--- src/rtl/div_unit.sv ---
// Multi-cycle radix-2 restoring divider for the ALU DIV/DIVU/REM/REMU path.
//
//  state  | meaning
//  -------+-----------------------------------------------------------
//  IDLE   | waiting for start; operands are latched on accept
//  CALC   | one quotient bit per cycle, DATA_WIDTH iterations
//  DONE   | result register valid, ready pulse asserted for one cycle
module div_unit #(
    parameter int DATA_WIDTH = 32,
    parameter int CNT_WIDTH  = 6
) (
    input  logic                  clk,
    input  logic                  rst_n,
    input  logic                  div_start_i,
    input  logic [1:0]            div_op_i,
    input  logic [DATA_WIDTH-1:0] dividend_i,
    input  logic [DATA_WIDTH-1:0] divisor_i,
    input  logic                  flush_i,
    output logic                  div_res_ready_o,
    output logic [DATA_WIDTH-1:0] div_result_o,
    output logic                  div_busy_o
);

    typedef enum logic [1:0] {
        S_IDLE = 2'd0,
        S_CALC = 2'd1,
        S_DONE = 2'd2
    } state_t;

    localparam logic [DATA_WIDTH-1:0] MIN_NEG  = {1'b1, {(DATA_WIDTH-1){1'b0}}};
    localparam logic [CNT_WIDTH-1:0]  CNT_LAST = CNT_WIDTH'(DATA_WIDTH - 1);

    state_t state, state_nxt;

    logic [CNT_WIDTH-1:0]  cnt;
    logic                  rem_op_q;
    logic                  neg_quo_q;
    logic                  neg_rem_q;
    logic [DATA_WIDTH-1:0] dvs_q;
    logic [DATA_WIDTH-1:0] rem_q;
    logic [DATA_WIDTH-1:0] quo_q;
    logic [DATA_WIDTH-1:0] result_q;

    // op[0]=1 selects the unsigned variants, op[1]=1 selects the remainder
    logic                  is_signed;
    logic                  dvd_neg;
    logic                  dvs_neg;
    logic [DATA_WIDTH-1:0] dvd_mag;
    logic [DATA_WIDTH-1:0] dvs_mag;
    logic                  div_zero;
    logic                  ovf;
    logic                  special;
    logic [DATA_WIDTH-1:0] spec_res;
    logic                  accept;
    logic                  calc_step;
    logic                  last;

    logic [DATA_WIDTH:0]   shifted;
    logic [DATA_WIDTH:0]   diff;
    logic [DATA_WIDTH-1:0] rem_nxt;
    logic [DATA_WIDTH-1:0] quo_nxt;
    logic [DATA_WIDTH-1:0] quo_fin;
    logic [DATA_WIDTH-1:0] rem_fin;
    logic [DATA_WIDTH-1:0] fin_res;

    // Operand decode, magnitudes and special-case detection for the accept cycle
    always_comb begin
        is_signed = ~div_op_i[0];
        dvd_neg   = is_signed & dividend_i[DATA_WIDTH-1];
        dvs_neg   = is_signed & divisor_i[DATA_WIDTH-1];
        dvd_mag   = dvd_neg ? (~dividend_i + 1'b1) : dividend_i;
        dvs_mag   = dvs_neg ? (~divisor_i + 1'b1) : divisor_i;
        div_zero  = (divisor_i == '0);
        ovf       = is_signed && (dividend_i == MIN_NEG) && (divisor_i == '1);
        special   = div_zero | ovf;
        if (div_zero) begin
            spec_res = div_op_i[1] ? dividend_i : '1;
        end else begin
            spec_res = div_op_i[1] ? '0 : MIN_NEG;
        end
        accept    = (state == S_IDLE) && div_start_i && !flush_i;
        calc_step = (state == S_CALC) && div_start_i && !flush_i;
        last      = (cnt == CNT_LAST);
    end

    // One restoring iteration plus the sign correction used on the last one
    always_comb begin
        shifted = {rem_q, quo_q[DATA_WIDTH-1]};
        diff    = shifted - {1'b0, dvs_q};
        if (!diff[DATA_WIDTH]) begin
            rem_nxt = diff[DATA_WIDTH-1:0];
            quo_nxt = {quo_q[DATA_WIDTH-2:0], 1'b1};
        end else begin
            rem_nxt = shifted[DATA_WIDTH-1:0];
            quo_nxt = {quo_q[DATA_WIDTH-2:0], 1'b0};
        end
        quo_fin = neg_quo_q ? (~quo_nxt + 1'b1) : quo_nxt;
        rem_fin = neg_rem_q ? (~rem_nxt + 1'b1) : rem_nxt;
        fin_res = rem_op_q ? rem_fin : quo_fin;
    end

    // State register
    always_ff @(posedge clk or negedge rst_n) begin
        if (!rst_n) begin
            state <= S_IDLE;
        end else begin
            state <= state_nxt;
        end
    end

    // Next-state logic; flush wins over everything, dropping start aborts CALC
    always_comb begin
        state_nxt = state;
        case (state)
            S_IDLE: begin
                if (div_start_i && !flush_i) begin
                    state_nxt = special ? S_DONE : S_CALC;
                end
            end
            S_CALC: begin
                if (flush_i || !div_start_i) begin
                    state_nxt = S_IDLE;
                end else if (last) begin
                    state_nxt = S_DONE;
                end
            end
            S_DONE:  state_nxt = S_IDLE;
            default: state_nxt = S_IDLE;
        endcase
    end

    // Datapath: latch on accept, iterate in CALC, load result on DONE entry
    always_ff @(posedge clk or negedge rst_n) begin
        if (!rst_n) begin
            cnt       <= '0;
            rem_op_q  <= 1'b0;
            neg_quo_q <= 1'b0;
            neg_rem_q <= 1'b0;
            dvs_q     <= '0;
            rem_q     <= '0;
            quo_q     <= '0;
            result_q  <= '0;
        end else if (accept) begin
            cnt       <= '0;
            rem_op_q  <= div_op_i[1];
            neg_quo_q <= dvd_neg ^ dvs_neg;
            neg_rem_q <= dvd_neg;
            dvs_q     <= dvs_mag;
            rem_q     <= '0;
            quo_q     <= dvd_mag;
            if (special) begin
                result_q <= spec_res;
            end
        end else if (calc_step) begin
            rem_q <= rem_nxt;
            quo_q <= quo_nxt;
            cnt   <= cnt + 1'b1;
            if (last) begin
                result_q <= fin_res;
            end
        end
    end

    assign div_res_ready_o = (state == S_DONE);
    assign div_busy_o      = (state != S_IDLE);
    assign div_result_o    = result_q;

endmodule

--- config.mk ---
export PLATFORM = sky130hd
export DESIGN_NAME = div_unit
export DESIGN_NICKNAME = d
export VERILOG_FILES = /design/src/rtl/div_unit.sv
export SDC_FILE = /design/constraint.sdc
export NUM_CORES = 1
export LEC_CHECK = 0
export CAP_MARGIN = 5
export CORE_MARGIN = 4
export CORE_UTILIZATION = 30
export CTS_BUF_LIST = sky130_fd_sc_hd__clkbuf_4 sky130_fd_sc_hd__clkbuf_8 sky130_fd_sc_hd__clkbuf_16
export DETAILED_ROUTE_END_ITERATION = 10
export DONT_BUFFER_PORTS = 1
export MAX_ROUTING_LAYER = met4
export PLACE_DENSITY = 0.5
export SLEW_MARGIN = 20
export SYNTH_ARGS = -nofsm -noshare
export SYNTH_HDL_FRONTEND = slang
export SYNTH_SLANG_ARGS = --single-unit
--- constraint.sdc ---
create_clock -name clk -period 4.5 [get_ports clk]
set_input_delay 0.675 -clock clk [delete_from_list [all_inputs] [get_ports clk]]
set_output_delay 0.675 -clock clk [all_outputs]
set_load 0.01 [all_outputs]
# After elaboration in Yosys (flattened, before gate mapping)
# Cells that the tools add are included.
# word_totals
reg_bits,139
latchBits,0
ramBits,0
rom_bits,0
input_bits,70
out_inout_bits,34
elab_cells,74
n_memories,0
# op_classes
addsub,6
mul,0
n_div,0
n_lt_le_gt_ge,0
eq_ne,8
n_shift,0
muxes,25
bitwise,9
n_reduce_logical,17
# ops
operator,n
2-to-1 mux 32 bit,17
adder 32 x 1 -> 32 bit (second input constant),4
NOT 32 bit,4
== test 32 bit (second input constant),2
subtractor 33 x 32 -> 33 bit,1
zero test 32 bit,1
2-to-1 mux 6 bit,2
2-to-1 mux 2 bit,4
logical AND 1 bit,7
adder 6 x 1 -> 6 bit (second input constant),1
== test 6 x 5 -> 1 bit (second input constant),1
nonzero test 2 bit,3
case mux 2 bit (2 select lines),1
inequality test 3 x 2 -> 1 bit (second input constant),1
AND reduction 3 bit,1
AND 1 bit,2
== test 2 x 1 -> 1 bit (second input constant),1
== test 2 bit (second input constant),1
zero test 1 bit,2
zero test 2 bit,1
inequality test 2 x 1 -> 1 bit (second input constant),1
inequality test 2 bit (second input constant),1
AND reduction 2 bit,1
logical OR 1 bit,1
4 further kinds,4

# Longest topological paths before layout
# Gate-level depths: netlist of run 1.
# logic_depth
depth_word,9
mapped_depth,27
depth_no_buf,23

# Worst setup path after synthesis of run 1
# Ideal clock, no wire load.
# synth_timing
path_type,reg2reg
from,register quo_q[31]
to,register result_q[22] (netlist: div_result_o[22])
setup_ns,0.118
t_arrival_ns,4.758
required_ns,4.382
slack_ns,-0.376
path_stages_with_launch,24
path_buffers,3
period_less_slack_ns,4.876
cell_sequence,dfrtp_1 inv_1 ha_1 inv_1 fa_1 a211oi_2 o211ai_1 a221oi_2 o211a_1 o21ai_2 nand2_8 buf_4 buf_4 buf_2 nand2_1 o21ai_0 ha_1 nand2_1 or2_2 o41a_1 or3_1 nor4_1 a211oi_1 a21o_1
# synth_between
elab_chain_cells,9
elab_cells_between_ends,13
classes_between,add/sub (3); mux (8); bitwise (2)
# synth_rtl
item,line,rtl
"start, declared",41,logic [DATA_WIDTH-1:0] quo_q;
"start signal, assigned",150,quo_q <= dvd_mag;
"start signal, assigned",156,quo_q <= quo_nxt;
subtractor 33 x 32 -> 33 bit,89,"diff = shifted - {1'b0, dvs_q};"
2-to-1 mux 1 bit or 2-to-1 mux 32 bit (tied branches),90,if (!diff[DATA_WIDTH]) begin
"NOT 32 bit, on equally long branches","97, 98",
"adder 32 x 1 -> 32 bit, on equally long branches","97, 98",
"2-to-1 mux 32 bit, on equally long branches","97, 98",
2-to-1 mux 32 bit *,99,fin_res = rem_op_q ? rem_fin : quo_fin;
2-to-1 mux 32 bit *,158,if (last) begin
2-to-1 mux 32 bit *,154,end else if (calc_step) begin
2-to-1 mux 32 bit *,143,end else if (accept) begin
"end signal, assigned",152,result_q <= spec_res;
"end signal, assigned",159,result_q <= fin_res;
"end, declared",42,logic [DATA_WIDTH-1:0] result_q;
# Mark *: on every way between the ends. The rest lies on a longest branch, timed or not. The select of a mux whose other input is x is not followed.
# A chain may end at the register's enable or synchronous reset.

# Worst setup path after layout of run 1
# layout_timing
from,register rem_q[28]
to,register result_q[22] (netlist: div_result_o[22])
# layout_between
elab_chain_cells,9
elab_cells_between_ends,13
classes_between,add/sub (3); mux (8); bitwise (2)
# layout_rtl
item,line,rtl
"start, declared",40,logic [DATA_WIDTH-1:0] rem_q;
"start signal, assigned",155,rem_q <= rem_nxt;
subtractor 33 x 32 -> 33 bit *,89,
2-to-1 mux 1 bit or 2-to-1 mux 32 bit (tied branches),90,
"NOT 32 bit, on equally long branches","97, 98",
"adder 32 x 1 -> 32 bit, on equally long branches","97, 98",
"2-to-1 mux 32 bit, on equally long branches","97, 98",
2-to-1 mux 32 bit *,99,
2-to-1 mux 32 bit *,158,
2-to-1 mux 32 bit *,154,
2-to-1 mux 32 bit *,143,
# Marks and branches as above.

==> impl_metrics.json, run 1 <==
{
  "status": "completed",
  "drtIter0Drc": 860,
  "worst_setup_path_end_kind": "flop",
  "vias": 11600,
  "gp_congestion": 0.921,
  "die_h_um": 206,
  "yosysSeqAreaShare_pct": 29.6,
  "r2r_slack_ns": 0.14,
  "timing.fmax_mhz": 229,
  "finalWirelength_mm": 44.4,
  "grt_pass1_wl_mm": 67.4,
  "postSynthCellCount": 1539,
  "period_share_pct": 96.9,
  "maxCapViolCount": 0,
  "hold_viol_final": 0,
  "whs_ns": 0.240,
  "worst_ep_arrival_time_ns": 4.75,
  "tightest_slew_ns": 0.867,
  "rows": 72,
  "overflow": 0,
  "ys_warn_count": 0,
  "drtPass1Iterations": 6,
  "critPathLaunchType": "flop",
  "grt_max_degree": 140,
  "power.internal_mw": 3.12,
  "synthFlopType": "dfrtp_1",
  "period_needed_ns": 4.36,
  "cts_tree": "built",
  "core_sq_mm": 0.0387,
  "track_usage_pct": 21.3,
  "post_dp_cell_area_sq_mm": 0.0129,
  "crit_required_ns": 4.89,
  "yosys.area_share.simple_pct": 22.0,
  "seq_power_share_pct": 35.5,
  "p_leak_nw": 5.59,
  "finalNetCount": 1696,
  "synthXorXnorAreaFrac_pct": 9.39,
  "hp-class": "input pin to asynchronous set/reset pin",
  "synth_fp_nets": 1648,
  "drive_gt1_share_pct": 13.1,
  "antenna_found_initial": 0,
  "syn-cell-area_sq_mm": 0.0118,
  "ir_drop_v": 0.000287,
  "syn_area_per_cell_sq_um": 7.64,
  "synth_top_family_by_area": "compound AO/OA/AOI/OAI gates",
  "clk_pin_slew_ns": 0.06,
  "antenna_left": 0,
  "sw_frac_of_total_pct": 39.2,
  "wl_per_cell_um": 21.0,
  "numCtsBuffers": 17,
  "path_max_fanout": 7,
  "drc": 0,
  "synth.area.mux_share_pct": 2.82,
  "setup_viol": 0,
  "pin_count": 104,
  "clock_sinks": 139,
  "yosysTopAreaCell": "dfrtp_1",
  "synth_edf_count": 0,
  "port_buffers": 0,
  "synth_cell_types": 80,
  "slew_headroom_pct": 42.1,
  "slew_viol_final": 0,
  "top_layer": "met4",
  "synth.most_common_cell": "nand2_1",
  "dr_wl_met3_mm": 2.05,
  "clockBufferDepth": 2,
  "switchingPower_mw": 2.01,
  "synth_fa_ha_area_share_pct": 4.21,
  "powerDensity_mw_per_mm2": 374,
  "fp.dieW_um": 206,
  "ys_async_sr_fraction_pct": 100,
  "met2_length_mm": 20.6,
  "start_util_pct": 30.4,
  "vias_per_cell": 5.48,
  "die_area_sq_mm": 0.0424,
  "ys_ff_latch": 139,
  "finClkSkew_ns": 0.0106,
  "synth.top_cell.area_share_pct": 29.6,
  "drt-met1-wl_mm": 20.5,
  "final_area_sq_mm": 0.0137,
  "synth_compound_area_share_pct": 27.0,
  "worstRegToRegCells": 18,
  "grt_pass1_vias": 11000,
  "hpwl_mm": 34.3,
  "yosys-top-cells-count": "nand2_1 (210), o21ai_0 (195), dfrtp_1 (139), a21oi_1 (122), nor2_1 (122)",
  "syn_to_final_growth_pct": 16.7,
  "clk_latency_ns": 0.45,
  "synthTopCellsByArea": "dfrtp_1 (30%), o21ai_0 (8.3%), nand2_1 (6.7%)",
  "htreeDepth": 4,
  "rsz0062_at_grt": "yes",
  "worstSetupPathType": "flop to flop",
  "power_frac_clock_pct": 28.2,
  "comb_power_share_pct": 36.3,
  "cts_root_buf": "clkbuf_16"
}
-- layout by cell type, fill, tap and decap left out, drive strengths merged, types with 12 or more instances in the layout --
master / count
dfrtp: 139
buf: 119
a31oi: 12
o221ai: 14
nand3: 18
nand2: 211
clkbuf: 23
or2: 13
mux2i: 23
xnor2: 64
or3: 27
o31ai: 34
o41ai: 16
a211oi: 24
nand2b: 20
nor3: 45
o21ai: 199
ha: 38
nor2: 122
xor2: 62
nor4: 19
nand4: 14
a21oi: 123
inv: 56
-- timing repair --
item                                    in CTS  in global routing
endpoints found under the hold margin      139                  0
setup buffers                                1                  4
endpoints found under the setup margin       9                 17
hold buffers                                 1                  0
pin swaps                                    4                 10
cloned                                       0                  0
gates resized for setup                      1                 25
-- cell type report --
type / count / area [sq um]
Antenna cell: 1 / 2.50
Timing Repair Buffer: 119 / 917
Fill cell: 4163 / 25000
Inverter: 57 / 221
Tap cell: 518 / 648
Clock inverter: 6 / 90.1
Sequential cell: 139 / 3480
Clock buffer: 23 / 489
Multi-Input combinational cell: 1253 / 7870
-- final timing paths --
check	from	endpoint
setup / recovery	rem_q[28]	div_result_o[22]
hold / removal	rst_n	div_result_o[12]
setup reg to reg	rem_q[28]	div_result_o[22]
hold reg to reg	dvs_q[28]	dvs_q[28]
max in group asynchronous	rst_n	dvs_q[25]
min in group clk	div_op_i[0]	neg_quo_q
-- through the flow --
stage / instances / util, % / setup WS (ns) / total power, mW / TNS, ns
4_1_cts: 2111 / 35.0 / 0.00497 / 5.12 / 0
3_3_place_gp: 2080 / 33.4 / 0.0161 / 3.61 / 0
2_1_floorplan: 1539 / - / -0.184 / 2.97 / -0.592
6_report: 2116 / 35.4 / 0.140 / 5.13 / 0
3_5_place_dp: 2080 / 33.4 / -0.150 / 3.62 / -0.824
5_1_grt: 2115 / 35.4 / -0.107 / 5.44 / -0.780
-- worst max-delay path: stages (launching register included) --
cell,delay [ns]
dfrtp_1,0.43
ha_1,0.40
a21oi_1,0.10
o21ai_0,0.35
a221oi_1,0.11
buf_4,0.17
o211a_1,0.14
or3_4,0.43
nand2_8,0.10
inv_8,0.04
mux2i_4,0.17
ha_2,0.22
nand2_1,0.07
or2_4,0.26
o41a_1,0.42
or3_4,0.43
buf_4,0.15
a211oi_2,0.18
a21o_1,0.10
-- cells by family after synthesis --
| kind of cell | after synthesis |
|---|---|
| AND/OR/NAND/NOR | 544 |
| AO/OA/AOI/OAI | 512 |
| buffers and inverters | 147 |
| flip-flops | 139 |
| XOR/XNOR | 126 |
| adder cells (fa/ha/maj) | 39 |
| multiplexers | 32 |
-- flip-flops by register name, indices dropped and copies added (netlist names), 2 cells and up --
register      cells
dvs_q            32
cnt               6
quo_q            32
state             2
rem_q            32
div_result_o     32
-- power by group through the flow --
| stage | sequential (mW) | combinational (mW) | clock (mW) |
|---|---|---|---|
| finish | 1.82 | 1.86 | 1.44 |
| global route | 1.85 | 2.07 | 1.52 |
| CTS | 1.83 | 1.82 | 1.48 |
| detailed placement | 1.85 | 1.78 | 0 |
| global placement | 1.85 | 1.77 | 0 |
| floorplan | 1.72 | 1.25 | 0 |
-- per-layer routing --
metal	vias to the layer above	GRT usage [%]
met2	263	32.7
li1	5674	-
met1	5597	28.7
met4	0	6.84
met5	-	-
met3	52	3.67
Note: power is estimated with default switching activity, not from simulation.
==> run 2: changes to the inputs <==
--- a/config.mk
+++ b/config.mk
@@ -13,6 +13,7 @@
 export DONT_BUFFER_PORTS = 1
 export MAX_ROUTING_LAYER = met4
 export PLACE_DENSITY = 0.5
+export REMOVE_ABC_BUFFERS = 1
 export SLEW_MARGIN = 20
 export SYNTH_ARGS = -nofsm -noshare
 export SYNTH_HDL_FRONTEND = slang
==> run 2 against run 1 <==
- design area is 0.31% higher
- global-route usage is 0.80 points lower
- hold slack worse by 0.010 ns
- die area stayed put
- core utilization is 0.11 points higher
- register-to-register slack worse by 0.07 ns
- sequential cell count stayed put
- via count is 0.25% lower
- clock power is 4% higher
- fmax is 1.6% lower
- non-clock buffer count is 4 higher
==> impl_metrics.json, run 2 (same netlist as run 1, synthesis figures left out) <==
{
  "hpwl_mm": 32.7,
  "timing.fmax_mhz": 226,
  "clock_sinks": 139,
  "die_area_sq_mm": 0.0424,
  "finalWirelength_mm": 42.5,
  "crit_slowest_cell": "o41a_1",
  "p_leak_nw": 5.63,
  "slew_viol_final": 0,
  "slew_headroom_pct": 33.1,
  "numCtsBuffers": 17,
  "drtPass1Iterations": 5,
  "whs_ns": 0.230,
  "powerDensity_mw_per_mm2": 374,
  "clk_pin_slew_ns": 0.07,
  "final_common_cell": "nand2_1",
  "multi_input_area_sq_mm": 0.00785,
  "seqCellArea_sq_mm": 0.00348,
  "rsz0062_at_grt": "yes",
  "crit_chain": "inv_2, ha_4, inv_2, fa_2, a211oi_2, o211ai_1, a221oi_2, o211a_1, buf_6, o21ai_4, nand2_8, inv_4, mux2i_2, ha_2, buf_6, nand2_2, or2_4, o41a_1, or3_4, o2111ai_2, o31ai_1, o31ai_1",
  "p_total_mw": 5.14,
  "nFillCells": 4144,
  "dp_cells": 2068,
  "wl_per_cell_um": 20.0,
  "pin_count": 104,
  "maxCapViolCount": 0,
  "critPathMaxStageDelay_ns": 0.40,
  "gp_congestion": 0.925,
  "drc": 0,
  "grt_pass1_wl_mm": 65.8,
  "crit_required_ns": 4.86,
  "vias_per_cell": 5.45,
  "grt_pass1_vias": 11300,
  "antenna_left": 0,
  "ir_drop_v": 0.000228,
  "status": "completed",
  "layout.cells.non_filler": 2121,
  "worstSetupPathType": "flop to flop",
  "insertedDiodeCount": 0,
  "htreeDepth": 4,
  "worst_ep_arrival_time_ns": 4.79,
  "fp.dieW_um": 206,
  "cts_root_buf": "clkbuf_16",
  "antenna_found_initial": 0,
  "overflow": 0,
  "finalNetCount": 1700,
  "die_h_um": 206,
  "drive_gt1_share_pct": 13.5,
  "tightest_slew_ns": 1.00,
  "grt_max_degree": 140,
  "path_buf_inv": 5,
  "path_max_fanout": 4,
  "track_usage_pct": 20.5,
  "clk_latency_ns": 0.45,
  "clockBufferDepth": 2,
  "port_buffers": 0,
  "worst_setup_path_end_kind": "flop",
  "hold_viol_final": 0,
  "finClkSkew_ns": 0.0132,
  "hp-class": "input pin to asynchronous set/reset pin",
  "cts_tree": "built",
  "final_cell_mix": "nand2_1 (205), o21ai_0 (191), dfrtp_1 (138)",
  "vias": 11600,
  "cp_top_family": "compound AO/OA/AOI/OAI gates",
  "timing.setup.tns_ns": 0,
  "rows": 72,
  "setup_viol": 0,
  "setup_slack_ns": 0.0708,
  "syn_to_final_growth_pct": 17.0,
  "period_needed_ns": 4.43,
  "critPathLaunchType": "flop",
  "period_share_pct": 98.4,
  "dpl_worst_slack_ns": -0.0809,
  "core_sq_mm": 0.0387,
  "start_util_pct": 30.4,
  "drtIter0Drc": 775
}
[run 2: changes by cell type in the layout (fill, tap and decap cells not counted), sizes merged]
| cell | previous run | this run |
|---|---|---|
| buf | 119 | 123 |
| bufinv | 2 | 3 |
| clkbuf | 23 | 20 |
| clkinv | 1 | 7 |
| clkinvlp | 4 | 1 |
| diode | 1 | 0 |
| inv | 56 | 57 |
[run 2: through the flow]
step	instance area (sq um)	util [%]
global route	13800	35.5
finish	13800	35.5
floorplan	11400	-
detailed placement	12800	33.1
global placement	12800	33.1
CTS	13600	35.2
[run 2: area by class of cell]
cell class                      instances  share of cell area (%)
Multi-Input combinational cell       1253                    57.0
Clock buffer                           20                    3.35
Sequential cell                       139                    25.3
Inverter                               57                    1.57
Timing Repair Buffer                  123                    7.00
Tap cell                              518                    4.71
Clock inverter                         11                    1.05
[run 2: layer usage]
metal | GRT usage, % | up-vias | share of wire, %
met5 | - | - | 0
met1 | 25.6 | 5612 | 44
li1 | - | 5665 | -
met3 | 4.28 | 47 | 5.5
met2 | 33.7 | 233 | 49
met4 | 5.63 | 0 | 2.1
[run 2: path summary, 6_finish.rpt]
kind                              from          endpoint  slack [ns]  cells after the start
min in group clk           div_op_i[0]         neg_quo_q        0.32                      1
setup reg to reg             quo_q[31]  div_result_o[30]        0.07                     22
setup / recovery             quo_q[31]  div_result_o[30]        0.07                     22
hold reg to reg              dvs_q[27]         dvs_q[27]        0.48                      2
hold / removal                   rst_n         dvs_q[29]        0.23                      1
max in group asynchronous        rst_n          state[0]        3.69                      1
[run 2: power breakdown]
| part | total, mW | switching, mW | internal [mW] | leakage (nW) |
|---|---|---|---|---|
| combinational | 1.81 | 1.05 | 0.760 | 3.54 |
| clock | 1.50 | 0.600 | 0.903 | 0.299 |
| sequential | 1.83 | 0.333 | 1.49 | 1.79 |
[run 2: worst reg2reg max path: stages, from the launching register on]
cell and delay, ns:
dfrtp_1 0.39, inv_2 0.08, ha_4 0.13, inv_2 0.03, fa_2 0.35, a211oi_2 0.23, o211ai_1 0.17, a221oi_2 0.30
o211a_1 0.22, buf_6 0.12, o21ai_4 0.08, nand2_8 0.11, inv_4 0.04, mux2i_2 0.19, ha_2 0.24, buf_6 0.10
nand2_2 0.04, or2_4 0.25, o41a_1 0.40, or3_4 0.37, o2111ai_2 0.20, o31ai_1 0.10, o31ai_1 0.22
[run 2: timing repair]
item	4_1_cts	5_1_grt
resized for setup	16	21
endpoints found under the setup margin	4	16
pin swaps	15	21
setup buffers	14	7
endpoints found under the hold margin	139	0
hold buffers	1	0
==> run 3: changes to the inputs <==
--- a/config.mk
+++ b/config.mk
@@ -12,7 +12,7 @@
 export DETAILED_ROUTE_END_ITERATION = 10
 export DONT_BUFFER_PORTS = 1
 export MAX_ROUTING_LAYER = met4
-export PLACE_DENSITY = 0.5
+export PLACE_DENSITY = 0.53
 export REMOVE_ABC_BUFFERS = 1
 export SLEW_MARGIN = 20
 export SYNTH_ARGS = -nofsm -noshare
==> run 3 against run 2 <==
- the flow now finishes with violations (setup timing)
- sequential share of layout area increased by 0.069 points
- first-iteration DRC count increased by 22%
- routed wire length decreased by 1.3%
- core utilization decreased by 0.097 points
- register-to-register slack got worse by 0.13 ns
- sequential power about the same
- via count increased by 1.0%
- design area decreased by 0.27%
- die area unchanged
- count of clock-buffer cells in the layout decreased by 3
- sequential cell count unchanged
- clock skew increased by 0.0027 ns
- critical path type unchanged
==> impl_metrics.json, run 3 (same netlist as run 1, synthesis figures left out) <==
{
  "status": "complete, but fails checks",
  "violations": "setup timing",
  "track_usage_pct": 20.0,
  "core_sq_mm": 0.0387,
  "crit_start": "quo_q[31]",
  "p_leak_nw": 5.61,
  "clock_sinks": 139,
  "nFillCells": 4154,
  "start_util_pct": 30.4,
  "grt_pass1_vias": 11300,
  "seqCellArea_sq_mm": 0.00348,
  "drc": 0,
  "clk_latency_ns": 0.45,
  "rsz0062_at_grt": "yes",
  "pin_count": 104,
  "finalNetCount": 1698,
  "clockBufferDepth": 2,
  "final_common_cell": "nand2_1",
  "syn_to_final_growth_pct": 16.7,
  "critPathMaxStageDelay_ns": 0.42,
  "period_needed_ns": 4.55,
  "crit_chain": "inv_2, ha_4, inv_2, fa_2, a211oi_4, o211ai_1, a221oi_2, o211a_1, or3_4, nand2_8, inv_6, mux2i_4, ha_4, buf_6, nand2_4, or2_4, o41a_1, or3_4, o2111ai_4, o31ai_2, o31ai_1",
  "power.internal_mw": 2.98,
  "drtIter0Drc": 948,
  "worstSetupPathType": "flop to flop",
  "grt_pass1_wl_mm": 64.5,
  "cts_tree": "built",
  "multi_input_area_sq_mm": 0.00789,
  "dpl_worst_slack_ns": -0.157,
  "drtPass1Iterations": 5,
  "tightest_slew_ns": 1.10,
  "vias": 11700,
  "hp-class": "input pin to asynchronous set/reset pin",
  "cts_root_buf": "clkbuf_16",
  "final_cell_mix": "nand2_1 (205), o21ai_0 (190), dfrtp_1 (138)",
  "ir_drop_v": 0.000211,
  "antenna_found_initial": 2,
  "powerDensity_mw_per_mm2": 367,
  "seq_power_share_pct": 36.1,
  "die_area_sq_mm": 0.0424,
  "port_buffers": 0,
  "path_buf_inv": 4,
  "setup_slack_ns": -0.0543,
  "antenna_left": 0,
  "hpwl_mm": 32.1,
  "drive_gt1_share_pct": 13.3,
  "slew_viol_final": 0,
  "cp_top_family": "compound AO/OA/AOI/OAI gates",
  "sw_frac_of_total_pct": 40.8,
  "wl_per_cell_um": 19.8,
  "path_max_fanout": 4,
  "worst_setup_path_end_kind": "flop",
  "htreeDepth": 4,
  "crit_slowest_cell": "o41a_1",
  "overflow": 0,
  "slew_headroom_pct": 26.1,
  "fp.dieW_um": 206,
  "die_h_um": 206,
  "whs_ns": 0.238,
  "finalWirelength_mm": 42.0,
  "rows": 72,
  "gp_congestion": 0.906,
  "grt_max_degree": 140,
  "power_frac_clock_pct": 27.7,
  "r2r_start": "quo_q[31]",
  "maxCapViolCount": 0,
  "setup_viol": 1,
  "critPathLaunchType": "flop",
  "comb_power_share_pct": 36.2,
  "crit_required_ns": 4.85,
  "vias_per_cell": 5.50,
  "timing.fmax_mhz": 220,
  "numCtsBuffers": 17,
  "clk_pin_slew_ns": 0.08,
  "switchingPower_mw": 2.05,
  "finClkSkew_ns": 0.0159,
  "period_share_pct": 101,
  "hold_viol_final": 0,
  "worst_ep_arrival_time_ns": 4.91,
  "final_util_pct": 35.4
}
-- run 3: changes by cell type in the layout (fill, tap and decap cells not counted), sizes merged, moves of 2 or more --
cell	delta
bufinv	-3
diode	+2
inv	+9
buf	-2
clkinv	-3
clkbuf	-3
-- run 3: per-stage QoR --
stage | area (sq um) | power [mW] | std cells | setup TNS (ns)
2_1_floorplan | 11400 | 2.92 | 1449 | -14.00
3_3_place_gp | 12800 | 3.51 | 2073 | -0.0513
3_5_place_dp | 12800 | 3.53 | 2073 | -0.631
4_1_cts | 13500 | 5.01 | 2115 | -0.161
5_1_grt | 13700 | 5.39 | 2122 | -0.663
6_report | 13700 | 5.04 | 2122 | -0.0543
-- run 3: path summary, 6_finish.rpt --
check,end,slack (ns),depth (start not counted)
worst max register to register,div_result_o[30],-0.05,21
worst min-delay path,rem_q[9],0.24,1
min in group clk,neg_quo_q,0.31,1
worst min register to register,dvs_q[30],0.48,2
worst max-delay path,div_result_o[30],-0.05,21
max in group asynchronous,cnt[1],3.68,1
-- run 3: power groups by stage --
stage               Clock, mW  Combinational, mW  Sequential (mW)
floorplan                   0               1.16             1.76
global placement            0               1.67             1.84
detailed placement          0               1.69             1.84
CTS                      1.42               1.77             1.82
global route             1.48               2.04             1.86
finish                   1.39               1.83             1.82
-- run 3: worst reg2reg max path: stages (launching register included) --
cell       delay, ns
dfrtp_1         0.39
inv_2           0.08
ha_4            0.13
inv_2           0.04
fa_2            0.36
a211oi_4        0.22
o211ai_1        0.17
a221oi_2        0.31
o211a_1         0.24
or3_4           0.17
nand2_8         0.06
inv_6           0.07
mux2i_4         0.25
ha_4            0.18
buf_6           0.10
nand2_4         0.04
or2_4           0.27
o41a_1          0.42
or3_4           0.39
o2111ai_4       0.22
o31ai_2         0.10
o31ai_1         0.24
-- run 3: metal layers --
layer	track usage [%]	part of all wire (%)	vias up
met4	6.54	3.0	0
li1	-	-	5692
met3	4.55	5.8	61
met2	33.2	49	297
met1	24.2	42	5624
met5	-	0	-
-- run 3: repair_timing --
action,4_1_cts,5_1_grt
endpoints found under the setup margin,9,16
hold buffers,1,0
resized for setup,16,25
endpoints found under the hold margin,139,0
pin swaps,15,22
setup buffers,9,5
-- run 3: area by class of cell --
type                    instances  share of cell area [%]
clock inverters                15                   0.921
repair buffers                121                    6.79
diodes                          2                  0.0365
flip-flops and latches        139                    25.4
clock buffers                  17                    3.10
multi-input cells            1253                    57.5
inverters                      57                    1.60
well taps                     518                    4.72
